## src/rtl/control_seq.sv

```systemverilog
// Multi-cycle RV32I control sequencer.
// An explicit FSM (FETCH/EXEC/MEM/TRAP/HALTED) waits on a variable-latency
// memory handshake, traps on memory timeouts and illegal opcodes, and
// supports a debug halt/resume path.  Datapath enables and mux selects are
// decoded combinationally from the current state and the live inputs; only
// the trap cause is held in a register.
module control_seq #(
  parameter int OPCODE_WIDTH   = 5,
  parameter int TIMEOUT_CYCLES = 16,
  parameter int HALT_ON_EBREAK = 1,
  parameter int RESET_HALTED   = 0
) (
  input  logic                    clk,
  input  logic                    rst_n,
  input  logic [OPCODE_WIDTH-1:0] opcode,
  input  logic                    is_ebreak,
  input  logic                    branch_taken,
  input  logic                    mem_ready,
  input  logic                    halt_req,
  input  logic                    resume_req,
  output logic                    write_ir,
  output logic                    write_pc,
  output logic                    write_rd,
  output logic                    mem_read,
  output logic                    mem_write,
  output logic                    addr_sel,
  output logic                    rd_sel,
  output logic [1:0]              alu_insel1,
  output logic [1:0]              alu_insel2,
  output logic [1:0]              pc_sel,
  output logic                    trap,
  output logic [1:0]              trap_cause,
  output logic                    halted,
  output logic [2:0]              state
);

  localparam logic [2:0] S_FETCH  = 3'd0;
  localparam logic [2:0] S_EXEC   = 3'd1;
  localparam logic [2:0] S_MEM    = 3'd2;
  localparam logic [2:0] S_TRAP   = 3'd3;
  localparam logic [2:0] S_HALTED = 3'd4;

  localparam logic [2:0] S_RESET = (RESET_HALTED != 0) ? S_HALTED : S_FETCH;

  // RV32I major opcodes, instr[6:2]
  localparam logic [OPCODE_WIDTH-1:0] OP_LOAD    = OPCODE_WIDTH'(5'b00000);
  localparam logic [OPCODE_WIDTH-1:0] OP_MISCMEM = OPCODE_WIDTH'(5'b00011);
  localparam logic [OPCODE_WIDTH-1:0] OP_OPIMM   = OPCODE_WIDTH'(5'b00100);
  localparam logic [OPCODE_WIDTH-1:0] OP_AUIPC   = OPCODE_WIDTH'(5'b00101);
  localparam logic [OPCODE_WIDTH-1:0] OP_STORE   = OPCODE_WIDTH'(5'b01000);
  localparam logic [OPCODE_WIDTH-1:0] OP_OP      = OPCODE_WIDTH'(5'b01100);
  localparam logic [OPCODE_WIDTH-1:0] OP_LUI     = OPCODE_WIDTH'(5'b01101);
  localparam logic [OPCODE_WIDTH-1:0] OP_BRANCH  = OPCODE_WIDTH'(5'b11000);
  localparam logic [OPCODE_WIDTH-1:0] OP_JALR    = OPCODE_WIDTH'(5'b11001);
  localparam logic [OPCODE_WIDTH-1:0] OP_JAL     = OPCODE_WIDTH'(5'b11011);
  localparam logic [OPCODE_WIDTH-1:0] OP_SYSTEM  = OPCODE_WIDTH'(5'b11100);

  // The wait counter only needs to reach TIMEOUT_CYCLES-1.
  localparam int CNT_W = (TIMEOUT_CYCLES > 1) ? $clog2(TIMEOUT_CYCLES) : 1;
  localparam logic [CNT_W-1:0] CNT_MAX =
    CNT_W'((TIMEOUT_CYCLES > 0) ? TIMEOUT_CYCLES - 1 : 0);

  logic [2:0]       state_next;
  logic [CNT_W-1:0] wait_cnt;
  logic             timeout;
  logic             is_store;
  logic [2:0]       boundary;
  logic             cause_set;
  logic [1:0]       cause_val;

  assign timeout  = (TIMEOUT_CYCLES != 0) && !mem_ready && (wait_cnt == CNT_MAX);
  assign is_store = (opcode == OP_STORE);
  assign boundary = halt_req ? S_HALTED : S_FETCH;

  // Next-state selection and combinational datapath control decode
  always_comb begin
    state_next = state;
    write_ir   = 1'b0;
    write_pc   = 1'b0;
    write_rd   = 1'b0;
    mem_read   = 1'b0;
    mem_write  = 1'b0;
    addr_sel   = 1'b0;
    rd_sel     = 1'b0;
    alu_insel1 = 2'b00;
    alu_insel2 = 2'b00;
    pc_sel     = 2'b00;
    trap       = 1'b0;
    halted     = 1'b0;
    cause_set  = 1'b0;
    cause_val  = 2'd0;

    case (state)
      S_FETCH: begin
        mem_read = 1'b1;
        addr_sel = 1'b1;
        if (mem_ready) begin
          write_ir   = 1'b1;
          state_next = S_EXEC;
        end else if (timeout) begin
          cause_set  = 1'b1;
          cause_val  = 2'd1;
          state_next = S_TRAP;
        end
      end

      S_EXEC: begin
        case (opcode)
          OP_LUI: begin
            alu_insel1 = 2'b11;
            alu_insel2 = 2'b01;
            write_rd   = 1'b1;
            write_pc   = 1'b1;
            state_next = boundary;
          end
          OP_AUIPC: begin
            alu_insel1 = 2'b01;
            alu_insel2 = 2'b01;
            write_rd   = 1'b1;
            write_pc   = 1'b1;
            state_next = boundary;
          end
          OP_OPIMM: begin
            alu_insel2 = 2'b01;
            write_rd   = 1'b1;
            write_pc   = 1'b1;
            state_next = boundary;
          end
          OP_OP: begin
            write_rd   = 1'b1;
            write_pc   = 1'b1;
            state_next = boundary;
          end
          OP_JAL, OP_JALR: begin
            alu_insel1 = 2'b01;
            alu_insel2 = 2'b11;
            write_rd   = 1'b1;
            write_pc   = 1'b1;
            pc_sel     = 2'b01;
            state_next = boundary;
          end
          OP_BRANCH: begin
            write_pc   = 1'b1;
            pc_sel     = {1'b0, branch_taken};
            state_next = boundary;
          end
          OP_MISCMEM: begin
            write_pc   = 1'b1;
            state_next = boundary;
          end
          OP_SYSTEM: begin
            if (is_ebreak && (HALT_ON_EBREAK != 0)) begin
              state_next = S_HALTED;
            end else begin
              write_pc   = 1'b1;
              state_next = boundary;
            end
          end
          OP_LOAD: begin
            alu_insel2 = 2'b01;
            mem_read   = 1'b1;
            state_next = S_MEM;
          end
          OP_STORE: begin
            alu_insel2 = 2'b01;
            mem_write  = 1'b1;
            state_next = S_MEM;
          end
          default: begin
            cause_set  = 1'b1;
            cause_val  = 2'd3;
            state_next = S_TRAP;
          end
        endcase
      end

      S_MEM: begin
        alu_insel2 = 2'b01;
        mem_write  = is_store;
        mem_read   = !is_store;
        if (mem_ready) begin
          write_pc   = 1'b1;
          write_rd   = !is_store;
          rd_sel     = !is_store;
          state_next = boundary;
        end else if (timeout) begin
          cause_set  = 1'b1;
          cause_val  = 2'd2;
          state_next = S_TRAP;
        end
      end

      S_TRAP: begin
        trap       = 1'b1;
        write_pc   = 1'b1;
        pc_sel     = 2'b10;
        state_next = halt_req ? S_HALTED : S_FETCH;
      end

      S_HALTED: begin
        halted = 1'b1;
        if (resume_req) begin
          state_next = S_FETCH;
        end
      end

      default: begin
        state_next = S_FETCH;
      end
    endcase
  end

  // State register
  always_ff @(posedge clk) begin
    if (!rst_n) begin
      state <= S_RESET;
    end else begin
      state <= state_next;
    end
  end

  // Wait counter: counts stalled memory cycles, restarts on any progress
  always_ff @(posedge clk) begin
    if (!rst_n) begin
      wait_cnt <= '0;
    end else if (mem_ready || (state_next != state) ||
                 ((state != S_FETCH) && (state != S_MEM))) begin
      wait_cnt <= '0;
    end else begin
      wait_cnt <= wait_cnt + 1'b1;
    end
  end

  // Trap cause register, sticky until the next trap
  always_ff @(posedge clk) begin
    if (!rst_n) begin
      trap_cause <= 2'd0;
    end else if (cause_set) begin
      trap_cause <= cause_val;
    end
  end

endmodule

```

## config.mk

```make
export PLATFORM = sky130hd
export DESIGN_NAME = control_seq
export DESIGN_NICKNAME = d
export VERILOG_FILES = /design/src/rtl/control_seq.sv
export SDC_FILE = /design/constraint.sdc
export NUM_CORES = 1
export LEC_CHECK = 0
export BUFFER_PORTS_ARGS = -buffer_cell sky130_fd_sc_hd__buf_4
export CAP_MARGIN = 0
export CORE_UTILIZATION = 50
export CTS_BUF_LIST = sky130_fd_sc_hd__clkbuf_8
export CTS_CLUSTER_DIAMETER = 100
export CTS_CLUSTER_SIZE = 30
export DETAILED_ROUTE_END_ITERATION = 8
export GPL_TIMING_DRIVEN = 1
export PLACE_DENSITY_LB_ADDON = 0.2
export SYNTH_ARGS = -nofsm -noshare
export SYNTH_HDL_FRONTEND = slang
export SYNTH_SLANG_ARGS = --single-unit
```

## constraint.sdc

```tcl
create_clock -name clk -period 3.1 [get_ports clk]
set_input_delay 0.465 -clock clk [delete_from_list [all_inputs] [get_ports clk]]
set_output_delay 0.465 -clock clk [all_outputs]
set_load 0.01 [all_outputs]
```

# Word level (Yosys, flattened, before mapping)
# Cells that the tools add are included.
[classes]
addsub = 1
eq_ne = 17
muxes = 40
bitwise = 1
n_reduce_logical = 18
[op_table]
columns = ["op", "count"]
rows = [
  ["5-bit equality test, second input constant", 4],
  ["3-bit two-way mux", 6],
  ["1-bit two-way mux", 16],
  ["2-bit one-hot mux with 2 select lines", 4],
  ["5-bit by 4-bit equality test with 1-bit output, second input constant", 3],
  ["3-bit one-hot mux with 5 select lines", 1],
  ["11-bit OR reduction", 1],
  ["5-bit by 3-bit equality test with 1-bit output, second input constant", 2],
  ["1-bit one-hot mux with 2 select lines", 5],
  ["3-bit one-hot mux with 3 select lines", 1],
  ["2-bit two-way mux", 4],
  ["2-bit OR reduction", 4],
  ["8-bit OR reduction", 1],
  ["3-bit by 2-bit equality test with 1-bit output, second input constant", 2],
  ["1-bit one-hot mux with 3 select lines", 2],
  ["2-bit one-hot mux with 3 select lines", 1],
  ["6-bit OR reduction", 1],
  ["5-bit by 2-bit equality test with 1-bit output, second input constant", 1],
  ["5-bit logical NOT", 1],
  ["5-bit OR reduction", 1],
  ["4-bit by 1-bit adder with 4-bit output, second input constant", 1],
  ["4-bit equality test, second input constant", 1],
  ["3-bit by 1-bit equality test with 1-bit output, second input constant", 1],
  ["3-bit equality test, second input constant", 1],
  ["9 further kinds", 12],
]
[totals]
reg_bits = 9
out_inout_bits = 20
elab_cells = 80

# Logic depth before layout (Yosys ltp)
[logic_depth]
depth_word = 9
mapped_depth = 5
mapped_depth_nobuf = 5

# Worst setup path after synthesis
# Ideal clock, no wire load.
[synth_path]
kind = "input to output"
startpoint = "input opcode[0]"
endpoint = "output write_rd"
arrival_time_ns = 1.677
setup_slack_ns = 0.958
path_stages = 4
path_buffers = 1
cell_sequence = "buf_6 > nor4_2 > a2111oi_0 > o21bai_1"
[synth_via]
elab_chain_len = 4
[synth_rtl]
columns = ["element", "line_no", "rtl"]
rows = [
  ["start, declared", "15", "input logic [OPCODE_WIDTH-1:0] opcode,"],
  ["5-bit equality test, or another cell as far along", "108", "case (opcode)"],
  ["6-bit OR reduction (no line) / 1-bit logical NOT (equally long branches)", "-", ""],
  ["1-bit two-way mux, on equally long branches", "108, 181", ""],
  ["1-bit one-hot mux with 2 select lines (*)", "93", "case (state)"],
  ["end, declared", "23", "output logic write_rd,"],
]
# Mark *: on every way between the ends. The rest lies on a longest branch, timed or not.

# Worst setup path after layout
[layout_path]
startpoint = "register state[1]"
endpoint = "output write_rd"
[layout_via]
elab_chain_len = 2
[layout_rtl]
columns = ["element", "line_no", "rtl"]
rows = [
  ["start, declared", "34", "output logic [2:0] state"],
  ["start signal, assigned", "218", "state <= state_next;"],
  ["3-bit by 2-bit equality test with 1-bit output / 3-bit by 1-bit equality test with 1-bit output (equally long branches)", "93", ""],
  ["1-bit one-hot mux with 2 select lines (*)", "93", ""],
]
# Marks and branches as above.

==> flow_summary.yaml <==
yosys:
  synth-seq-area-share: 0.2376
  synth_flop_cell: "dfxtp_1"
  synth.most_common_cell: "nor2_1"
  ys_seq_elements: 9
  syn_area_um2: 758.2
  synth_enable_flop_cells: 0
  synth_warnings: 0
  yosys.area.top_type_share: 0.2376
  asyncSetResetFlopFracSynth: 0
  yosys-top-cells-count: "nor2_1 (12), dfxtp_1 (9), a21oi_1 (8)"
  postSynthCellCount: 100
  synth_area_leaders: "dfxtp_1 (24%), buf_6 (5.9%), nor2_1 (5.9%)"
  synthesis.nets: 113
  yosys.cell_types.count: 38
  syn_area_per_cell_um2: 7.582
  synth.largest_area_cell: "dfxtp_1"
global_route:
  global_route.overflow_total: 0
  number_of_antenna_violations_at_the_first_check_in_global_routing: 0
  grt_use_total: 0.2565
  wire_length_of_the_first_global_routing_pass_um: 2766
  grt_start_max_net_pins: 19
  first_global_vias: 632
setup_path:
  timing.setup.critical_path_class: "flop to output port"
  path_cells: "nand2_1 -> a2111oi_0 -> o21bai_1 -> buf_4"
  critical_path_buf_inv_count: 1
  crit_path_start_kind: "flop"
  cp_top_family: "compound AO/OA/AOI/OAI gates"
  critPathMaxFanout: 18
  timing.critical_path.slowest_stage_cell: "dfxtp_1"
  worst_path_largest_cell_delay_ps: 670
  crit_path_end_kind: "output port"
  cp.arrival_ps: 2020
  timing.critical_path.required_ps: 2630
layout:
  finish.net_count: 142
  post_route_cells_drive_above_1_share: 0.2891
  fillCellCount: 116
  area_growth_pct: 31.19
  antennaDiodeCount: 0
  final_cell_area_um2: 994.7
placed_design:
  cell_area_after_placement_um2: 949.7
  gp_congestion: 0.8391
  port_buffers: 31
  dp_slack_ps: 951.9
  dpl.hpwl_um: 1417
clock_tree:
  clk-insertion-delay-late_ps: 230
  htree_num_levels: 1
  cts_buffer_depth: 2
  cts_tree: "built"
  cts_root_buf: "clkbuf_8"
  cts-buffers-inserted: 3
  post-cts-setup-buffers: 0
  cts.reportedPaths.clkPinSlew_ps: 40
  postCtsResizedCells: 0
  numClockSinks: 9
  cts_hold_repair.buffers: 0
routing:
  detail-route-antenna-nets: 0
  totalWireLength_um: 1954
  dr_total_vias: 842
  drc: 0
  via_per_inst: 5.888
  initialDrtViolationCount: 15
  drt_pass1_iterations: 4
  routed_wire_length_per_instance_um: 13.66
floorplanning:
  num_rows: 13
  core_box_area_mm2: 0.001350
  initial_core_util: 0.5616
  ioPinCount: 32
  fp.dieW_um: 40.94
  die_h_um: 40.94
  dieArea_mm2: 0.001676
worst_hold_path:
  holdCritPathClass: "flop to flop"
sta:
  grt_setup_unrepaired: "no"
  post_route_setup_tns_ps: 0
  timing.clock.skew_ps: 1.292
  final-setup-viol-count: 0
  timing.slew.headroom: 0.5903
  final.setup.worst_slack_ps: 614.5
  timing.final.max_slew_violations: 0
  finalHoldViolCount: 0
  fin_crit_ps: 2485
  fmaxAchievable_ghz: 0.4023
  tightest_slew_ps: 599.1
  fin_crit_sh: 0.8018
run:
  max_cap_violations: 0
run_status:
  run_status: "finished, final reports clean"
power_and_ir_drop:
  design_power_total_w: 0.0003742
  peakVddDrop_mv: 0.3415
  p_leak_nw: 0.4403
  power.density_cell_area_mw_per_mm2: 376.2
[layout make-up]
cell class | instances | area (um2) | area share
Clock buffer | 3 | 41.29 | 0.04151
Sequential cell | 9 | 180.2 | 0.1811
Inverter | 5 | 18.77 | 0.01887
Timing Repair Buffer | 31 | 232.7 | 0.2340
Multi-Input combinational cell | 79 | 499.2 | 0.5019
Clock inverter | 1 | 3.754 | 0.003774
Tap cell | 15 | 18.77 | 0.01887
[path summary, 6_finish.rpt]
| path | slack, ps | startpoint | to | cells past startpoint |
|---|---|---|---|---|
| min reg2reg | 450 | wait_cnt[0]$_SDFF_PP0_ | wait_cnt[0]$_SDFF_PP0_ | 1 |
| min | 450 | wait_cnt[0]$_SDFF_PP0_ | wait_cnt[0]$_SDFF_PP0_ | 1 |
| max reg2reg | 1220 | state[0]$_SDFF_PN0_ | trap_cause[1]$_SDFFE_PN0P_ | 4 |
| max | 610 | state[1]$_SDFF_PN0_ | write_rd | 4 |
[kinds of logic (layout without fill, tap and decap cells)]
group | after synthesis | count (layout) | share of synthesized area
AND/OR/NAND/NOR | 47 | 47 | 0.3449
AO/OA/AOI/OAI | 28 | 28 | 0.2607
buffers and inverters | 12 | 40 | 0.1040
flip-flops | 9 | 9 | 0.2376
XOR/XNOR | 2 | 2 | 0.02311
adder cells (fa/ha/maj) | 1 | 1 | 0.01650
multiplexers | 1 | 1 | 0.01320
[layout by cell type, fill, tap and decap left out, types with 2 or more instances in the layout]
cell type and count:
a21oi_1 8, nor2_1 12, nor3_1 6, a2111oi_0 2, clkbuf_8 3, inv_1 6
and2_1 2, nand2b_1 5, a31oi_1 2, buf_4 31, o21ai_0 5, dfxtp_1 9
and3_1 5, nand2_1 7, o2111ai_1 2, o21a_1 2
[routing by layer]
metal	GRT usage	up-vias	wire [um]	part of all wire
li1	-	424	-	-
met1	0.3213	386	864	0.44
met2	0.3906	28	955	0.49
met3	0.03804	4	96	0.049
met4	0.1917	0	37	0.019
met5	0	-	0	0
[where the power goes]
group / leakage, nW / switching [W] / total [W] / internal [W]
logic: 0.340 / 0.0000535 / 0.000108 / 0.0000547
clock network: 0.0269 / 0.0000438 / 0.000130 / 0.0000860
registers: 0.0733 / 0.0000132 / 0.000136 / 0.000123
total: 0.440 / 0.000110 / 0.000374 / 0.000264
[registers in the layout, indices dropped and copies added, names as in the netlist]
| name | flops |
|---|---|
| wait_cnt | 4 |
| state | 3 |
| trap_cause | 2 |
[metrics by stage]
stage          std cells  utilization  hold WS, ps
3_3_place_gp         139       0.7034        434.0
5_1_grt              143       0.7368        465.9
6_report             143       0.7368        450.6
2_1_floorplan        100            -        417.5
3_5_place_dp         139       0.7034        441.0
4_1_cts              143       0.7368        451.4
(Power assumes the default switching activity.)
